--- config.mk ---
export PLATFORM = sky130hd
export DESIGN_NAME = bit_serializer
export DESIGN_NICKNAME = d
export VERILOG_FILES = /design/src/rtl/bit_serializer_pkg.sv /design/src/rtl/bit_serializer.sv
export SDC_FILE = /design/constraint.sdc
export NUM_CORES = 1
export LEC_CHECK = 0
export CAP_MARGIN = 20
export CORE_MARGIN = 2
export CORE_UTILIZATION = 54
export CTS_BUF_LIST = sky130_fd_sc_hd__clkbuf_4 sky130_fd_sc_hd__clkbuf_8
export DETAILED_ROUTE_END_ITERATION = 8
export PLACE_DENSITY_LB_ADDON = 0.15
export SKIP_CTS_REPAIR_TIMING = 1
export SYNTH_ARGS = -nofsm -noshare
export SYNTH_HDL_FRONTEND = slang
export SYNTH_SLANG_ARGS = --single-unit
--- constraint.sdc ---
create_clock -name clk -period 4.05 [get_ports clk]
set_input_delay 0.405 -clock clk [delete_from_list [all_inputs] [get_ports clk]]
set_output_delay 0.405 -clock clk [all_outputs]
set_load 0.02 [all_outputs]
--- src/rtl/bit_serializer_pkg.sv ---
// ============================================================================
//  Module   : bit_serializer_pkg
//  Brief    : Shared types and constants for the bit serializer.
//  Revision : 1.0 - initial release
// ============================================================================
`default_nettype none

package bit_serializer_pkg;

    // Two-state controller: waiting for a word, or shifting one out.
    typedef enum logic [0:0] {
        IDLE  = 1'b0,
        SHIFT = 1'b1
    } state_t;

    localparam int DEFAULT_WIDTH = 8;

endpackage : bit_serializer_pkg

`default_nettype wire

--- src/rtl/bit_serializer.sv ---
// ============================================================================
//  Module   : bit_serializer
//  Brief    : Parallel-to-serial converter, MSB first, with first/last flags
//             for a downstream bit-serial divide-by-3 stage. A new word can
//             be accepted during the LSB cycle so words stream with no gap.
//  Revision : 1.0 - initial release
// ============================================================================
`default_nettype none

module bit_serializer
    import bit_serializer_pkg::*;
#(
    parameter int WIDTH = DEFAULT_WIDTH
) (
    input  logic             clk,
    input  logic             rst,
    input  logic [WIDTH-1:0] in_data,
    input  logic             in_valid,
    output logic             in_ready,
    output logic             out_bit,
    output logic             out_valid,
    output logic             out_first,
    output logic             out_last
);

    localparam int               CNT_W    = $clog2(WIDTH);
    localparam logic [CNT_W-1:0] CNT_LOAD = CNT_W'(WIDTH - 1);
    localparam logic [CNT_W-1:0] CNT_ONE  = CNT_W'(1);

    state_t           state;
    state_t           state_next;
    logic [WIDTH-1:0] shreg;
    logic [CNT_W-1:0] cnt;
    logic             lsb_cycle;
    logic             accept;

    // cnt is the bit index currently presented on out_bit; index 0 is the LSB.
    assign lsb_cycle = (state == SHIFT) && (cnt == '0);
    // Ready depends on state and count only, never on in_valid.
    assign in_ready  = (state == IDLE) || lsb_cycle;
    assign accept    = in_valid && in_ready;

    // State register.
    always_ff @(posedge clk or posedge rst) begin
        if (rst) begin
            state <= IDLE;
        end else begin
            state <= state_next;
        end
    end

    // Next-state logic: stay in SHIFT across back-to-back words.
    always_comb begin
        state_next = state;
        case (state)
            IDLE: begin
                if (accept) begin
                    state_next = SHIFT;
                end
            end
            SHIFT: begin
                if (lsb_cycle && !accept) begin
                    state_next = IDLE;
                end
            end
            default: state_next = IDLE;
        endcase
    end

    // Shift register, bit counter and registered serial outputs.
    always_ff @(posedge clk or posedge rst) begin
        if (rst) begin
            shreg     <= '0;
            cnt       <= '0;
            out_bit   <= 1'b0;
            out_valid <= 1'b0;
            out_first <= 1'b0;
            out_last  <= 1'b0;
        end else if (accept) begin
            // The MSB goes straight to out_bit; shreg keeps the remaining
            // bits left-aligned so the next one is always shreg[WIDTH-1].
            shreg     <= {in_data[WIDTH-2:0], 1'b0};
            cnt       <= CNT_LOAD;
            out_bit   <= in_data[WIDTH-1];
            out_valid <= 1'b1;
            out_first <= 1'b1;
            out_last  <= 1'b0;
        end else if ((state == SHIFT) && !lsb_cycle) begin
            shreg     <= {shreg[WIDTH-2:0], 1'b0};
            cnt       <= cnt - CNT_ONE;
            out_bit   <= shreg[WIDTH-1];
            out_valid <= 1'b1;
            out_first <= 1'b0;
            out_last  <= (cnt == CNT_ONE);
        end else begin
            // LSB cycle without a follow-on word, or idle: outputs go quiet
            // and the counter rests at 0.
            out_bit   <= 1'b0;
            out_valid <= 1'b0;
            out_first <= 1'b0;
            out_last  <= 1'b0;
        end
    end

endmodule : bit_serializer

`default_nettype wire

==> results of run 1 <==
## synthesized netlist by cell type, drive strengths merged
cell type	count	area share
nand3	1	0.0071
and3	1	0.0089
nor3	1	0.0071
and2	1	0.0089
inv	5	0.030
o21ai	10	0.076
a21oi	1	0.012
dfrtp	15	0.53
buf	4	0.081
mux2i	7	0.099
nor2b	1	0.019
nand2b	2	0.018
ha	3	0.053
nor2	1	0.0053
nand2	8	0.042
## per-layer routing
metal	share of wire	wire [microns]	track usage	vias to the layer above
li1	-	-	-	234
met1	0.48	489	0.216	193
met2	0.44	447	0.278	10
met3	0.059	60	0.0500	2
met4	0.016	16	0.100	0
met5	0	0	0	-
## area by class of cell
cell class / count / area (sq um)
inverters: 5 / 21.3
repair buffers: 15 / 150
clock inverters: 1 / 5.00
fillers: 95 / 423
clock buffers: 3 / 22.5
well taps: 15 / 18.8
flip-flops and latches: 15 / 375
multi-input cells: 37 / 253
## final timing paths
kind,start,endpoint,slack (ps)
min in group clk,shreg[7],out_bit,480
max,cnt[0],in_ready,1460
max in group asynchronous,rst,shreg[6],3240
min reg2reg,shreg[7],out_bit,480
min,rst,out_last,460
max reg2reg,cnt[0],cnt[1],2370
## worst max-delay path, delay by kind of cell, from the launching register on
| family | cells | cell delay [ps] |
|---|---|---|
| adders and majority gates | 2 | 420 |
| buffers and inverters | 3 | 700 |
| DFF | 1 | 410 |
| and+or+nand+nor | 1 | 370 |
## power by group
group           total, W  internal [W]  switching, W
Sequential      0.000235      0.000209     0.0000256
Clock          0.0000824     0.0000366     0.0000458
Combinational   0.000240      0.000105      0.000135
Total           0.000557      0.000351      0.000206
## per-stage QoR
step,instances,cell area (sq um),hold WS (ps)
detailed placement,87,818,459
global route,91,846,523
global placement,87,818,462
floorplan,61,707,306
CTS,91,846,479
finish,91,846,463
## registers in the layout, indices dropped and copies added (netlist names)
register / flops
out_bit: 1
out_first: 1
out_last: 1
cnt: 3
state: 1
shreg: 7
out_valid: 1
## logic make-up after synthesis
logic type	Yosys count	share of synthesized area
muxes	7	0.0991
AOI/OAI and AO/OA	11	0.0885
buffers and inverters	9	0.111
adders and majority gates	3	0.0531
and+or+nand+nor	16	0.117
DFF	15	0.531
==> metrics.txt, run 1 <==
Seq/Total Area, Yosys=0.531; Clock Sinks=15; CP Capture Type=output pin; fin worst setup slack=1460 ps; area of the die=1610 sq um; # IOs=16; vias per inst=4.82; pre-CTS setup slack=1760 ps; Leak=0.412 nW; DRT Wirelength=1.01 mm; initial antenna violation count=0; slowest CP cell=clkdlybuf4s50_1; Slowest Stage Delay on Critical Path=550 ps; Final Max Slew Viols=0; GRT Residual Overflow=0; H-tree levels=1; Die Ht=40.2 microns; average size of a mapped cell=11.6 sq um; final hold vios=0; Slew headroom=0.616; PnR Total Power=0.000557 W; Initial Util=0.557; later-pin clock latency in the skew report=280 ps; Ant. Diodes=0; router iterations before antenna repair=2; dpl hpwl=735 microns; vias in the first global route=440; Die W=40.2 microns; synthesized area=707 sq um; Syn Nets=75; # nets final=91; worst path cell trace=inv_1 > ha_1 > ha_1 > nor2b_4 > inv_4 > clkdlybuf4s50_1; Worst-path clk slew=90 ps; share of layout cells above drive strength 1=0.105; most frequent CP cell=ha_1; CTS tree=built; RSZ-0062 raised after global routing=false; crit path DAT=2190 ps; Initial DRC Count=10; Setup TNS Final=0 ps; number of cells produced by synthesis=61; Synth cell types=20; Data required, critical path=3640 ps; yosys warns=0; R2R depth=7; clock skew=1.99 ps; achievable frequency=0.386 GHz; largest net degree at the start of global routing=19; Slew @ Worst Pin=575 ps; Antenna Nets Post-Route=0; outcome=finished clean; Clock Root Buffer=clkbuf_4; DR vias=439; average wire per standard cell=11.1 microns; Post-route DRC=0; fin crit share=0.640; synthesis-to-finish area growth=19.6%; global-route wire length before repair=1.81 mm; Max Root-Sink Buffers=2; min-delay worst type=in -> async; Setup crit start kind=flip-flop; Placer Congestion=0.661; row count=13; crit-path max FO=18; leading cell types in the layout, fill and taps excluded=15 x dfrtp_1, 15 x clkdlybuf4s50_1, 8 x nand2_1, 7 x mux2i_1, 7 x o21ai_0; Max Cap Viol=0; clock buffer count from CTS=3; core area=1270 sq um; post-layout util=0.667; CP Class=reg -> out; pwr dens=658 nW/um^2; FF+latch count, synth=15; all-layer global routing usage=0.176; Final setup viols=0; fin crit period=2590 ps; port bufs=15; worst vdd ir=360 uV
Note: power is estimated with default switching activity, not from simulation.
==> run 2: changes to the inputs <==
--- a/config.mk
+++ b/config.mk
@@ -7,7 +7,7 @@
 export LEC_CHECK = 0
 export CAP_MARGIN = 20
 export CORE_MARGIN = 2
-export CORE_UTILIZATION = 54
+export CORE_UTILIZATION = 50
 export CTS_BUF_LIST = sky130_fd_sc_hd__clkbuf_4 sky130_fd_sc_hd__clkbuf_8
 export DETAILED_ROUTE_END_ITERATION = 8
 export PLACE_DENSITY_LB_ADDON = 0.15
==> constraint.sdc (replaced) <==
create_clock -name clk -period 2.6 [get_ports clk]
set_input_delay 0.26 -clock clk [delete_from_list [all_inputs] [get_ports clk]]
set_output_delay 0.26 -clock clk [all_outputs]
set_load 0.02 [all_outputs]
==> metrics.txt, run 2 (same netlist as run 1, synthesis figures left out) <==
met3 GRT Util=0.0522 (+0.00217); DR vias=456 (+3.9%); Leak=0.417 nW (+1.2%); Post-route DRC=0 (unchanged); outcome=finished clean; Antenna Nets Post-Route=0 (unchanged); CP Capture Type=output pin; worst vdd ir=488 uV (+35%); area of the die=1730 sq um (+7.2%); port bufs=15 (unchanged); row count=13 (unchanged); clock buffer count from CTS=3 (unchanged); Top Usage Layer GRT=met2; Setup TNS Final=0 ps (unchanged); H-tree levels=1 (unchanged); max reg flops=7 (unchanged); min-delay worst type=in -> async; largest net degree at the start of global routing=18 (-1); DRT Wirelength=966 microns (-4.7%); achievable frequency=0.470 GHz; dpl cell area=826 sq um (+0.92%); router iterations before antenna repair=2 (unchanged); Clock Sinks=15 (unchanged); Slew headroom=0.607 (-0.00850); Initial Util=0.537 (-0.0206); Post-Layout Cell Count=92 (+1.1%); vias in the first global route=434 (-1.4%); Max Root-Sink Buffers=2 (unchanged); share of layout cells above drive strength 1=0.117 (+0.0116); Die W=41.6 microns (+3.5%); Placer Congestion=0.665 (+0.57%); Data required, critical path=2340 ps (-1300 ps); global-route wire length before repair=1.82 mm (+0.39%); dpl hpwl=720 microns (-2.1%); Worst-path clk slew=90 ps (about the same); number of fillers in the final layout=110 (+16%); slowest CP cell=clkdlybuf4s50_1; GRT Residual Overflow=0 (unchanged); final hold vios=0 (unchanged); fin crit share=0.818; Slowest Stage Delay on Critical Path=530 ps (-20 ps); Clock Root Buffer=clkbuf_4; Initial DRC Count=3 (-7); initial antenna violation count=0 (unchanged); Final setup viols=0 (unchanged); # IOs=16 (unchanged); most flop-heavy register=shreg; GR Util met1=0.190 (-0.0262); fin crit period=2130 ps; Post-Place Cells=88 (+1.1%); worst path cell trace=inv_1 > ha_1 > ha_1 > nor2b_4 > inv_4 > clkdlybuf4s50_1; Slew @ Worst Pin=588 ps (+12.7 ps); pwr dens=1030 nW/um^2 (+56%); fin worst setup slack=474 ps (-983 ps); WP buf/inv=3 (unchanged); Die Ht=41.6 microns (+3.5%); CTS tree=built; Max Cap Viol=0 (unchanged); average wire per standard cell=10.5 microns (-5.8%); pre-CTS setup slack=772 ps (-989 ps); crit path DAT=1870 ps (-320 ps); CP delay by family, top=buffers and inverters; GR Layer Usage met2=0.191 (-0.0876); # nets final=92 (+1.1%); synthesis-to-finish area growth=21.1%; biggest registers after layout=shreg: 7 flops, cnt: 3 flops; all-layer global routing usage=0.139 (-0.0370); Setup crit start kind=flip-flop; RSZ-0062 raised after global routing=false; Design Area, Final=856 sq um (+1.2%); CP Class=reg -> out; vias per inst=4.96 (+2.7%); later-pin clock latency in the skew report=270 ps (about the same); most frequent CP cell=ha_1; Final Max Slew Viols=0 (unchanged); crit-path max FO=9 (-9); Ant. Diodes=0 (unchanged); clock skew=4.61 ps (+2.62 ps); leading cell types in the layout, fill and taps excluded=15 x dfrtp_1, 15 x clkdlybuf4s50_1, 8 x nand2_1, 7 x mux2i_1, 7 x o21ai_0; Hold Slack=321 ps (-143 ps); core area=1320 sq um (+3.8%)
## run 2: cell count changes in the layout (fill, tap and decap cells not counted), sizes merged
cell / previous run / this run
clkinv: 1 / 0
buf: 0 / 1
clkbuf: 3 / 4
## run 2: path summary, 6_finish.rpt
kind | slack, ps | depth (start not counted) | endpoint | start
min reg2reg | 480 | 2 | out_bit | shreg[7]
max in group asynchronous | 1910 | 2 | state | rst
min | 320 | 2 | shreg[6] | rst
max reg2reg | 1110 | 7 | cnt[0] | cnt[0]
max | 470 | 6 | in_ready | cnt[0]
min in group clk | 480 | 2 | out_bit | shreg[7]
## run 2: cell type report
type | instances | area, sq um | area share
clock buffer | 4 | 30.0 | 0.0351
inverter | 5 | 21.3 | 0.0249
multi-input combinational | 37 | 253 | 0.295
sequential | 15 | 375 | 0.439
tap | 15 | 18.8 | 0.0219
timing repair buffer | 16 | 158 | 0.184
## run 2: per-layer routing
| metal | share of wire | wire length, microns |
|---|---|---|
| met5 | 0 | 0 |
| met4 | 0.012 | 12 |
| met1 | 0.48 | 459 |
| met2 | 0.45 | 434 |
| met3 | 0.061 | 59 |
## run 2: per-stage QoR
stage,util,power (W)
detailed placement,0.627,0.000757
global route,0.650,0.000962
global placement,0.627,0.000748
finish,0.650,0.000880
CTS,0.650,0.000896
floorplan,-,0.000672
## run 2: worst reg2reg max path, cell delays in order, from the launching register on
cell	delay, ps
dfrtp_1	410
inv_1	60
ha_1	190
ha_1	200
nor2b_4	140
buf_4	220
nor3_1	80
a21oi_2	120
## run 2: power by group
group / internal, W / leakage [nW] / switching (W)
registers: 0.000326 / 0.187 / 0.0000394
logic: 0.000172 / 0.212 / 0.000204
clock network: 0.0000698 / 0.0184 / 0.0000685
total: 0.000568 / 0.417 / 0.000312
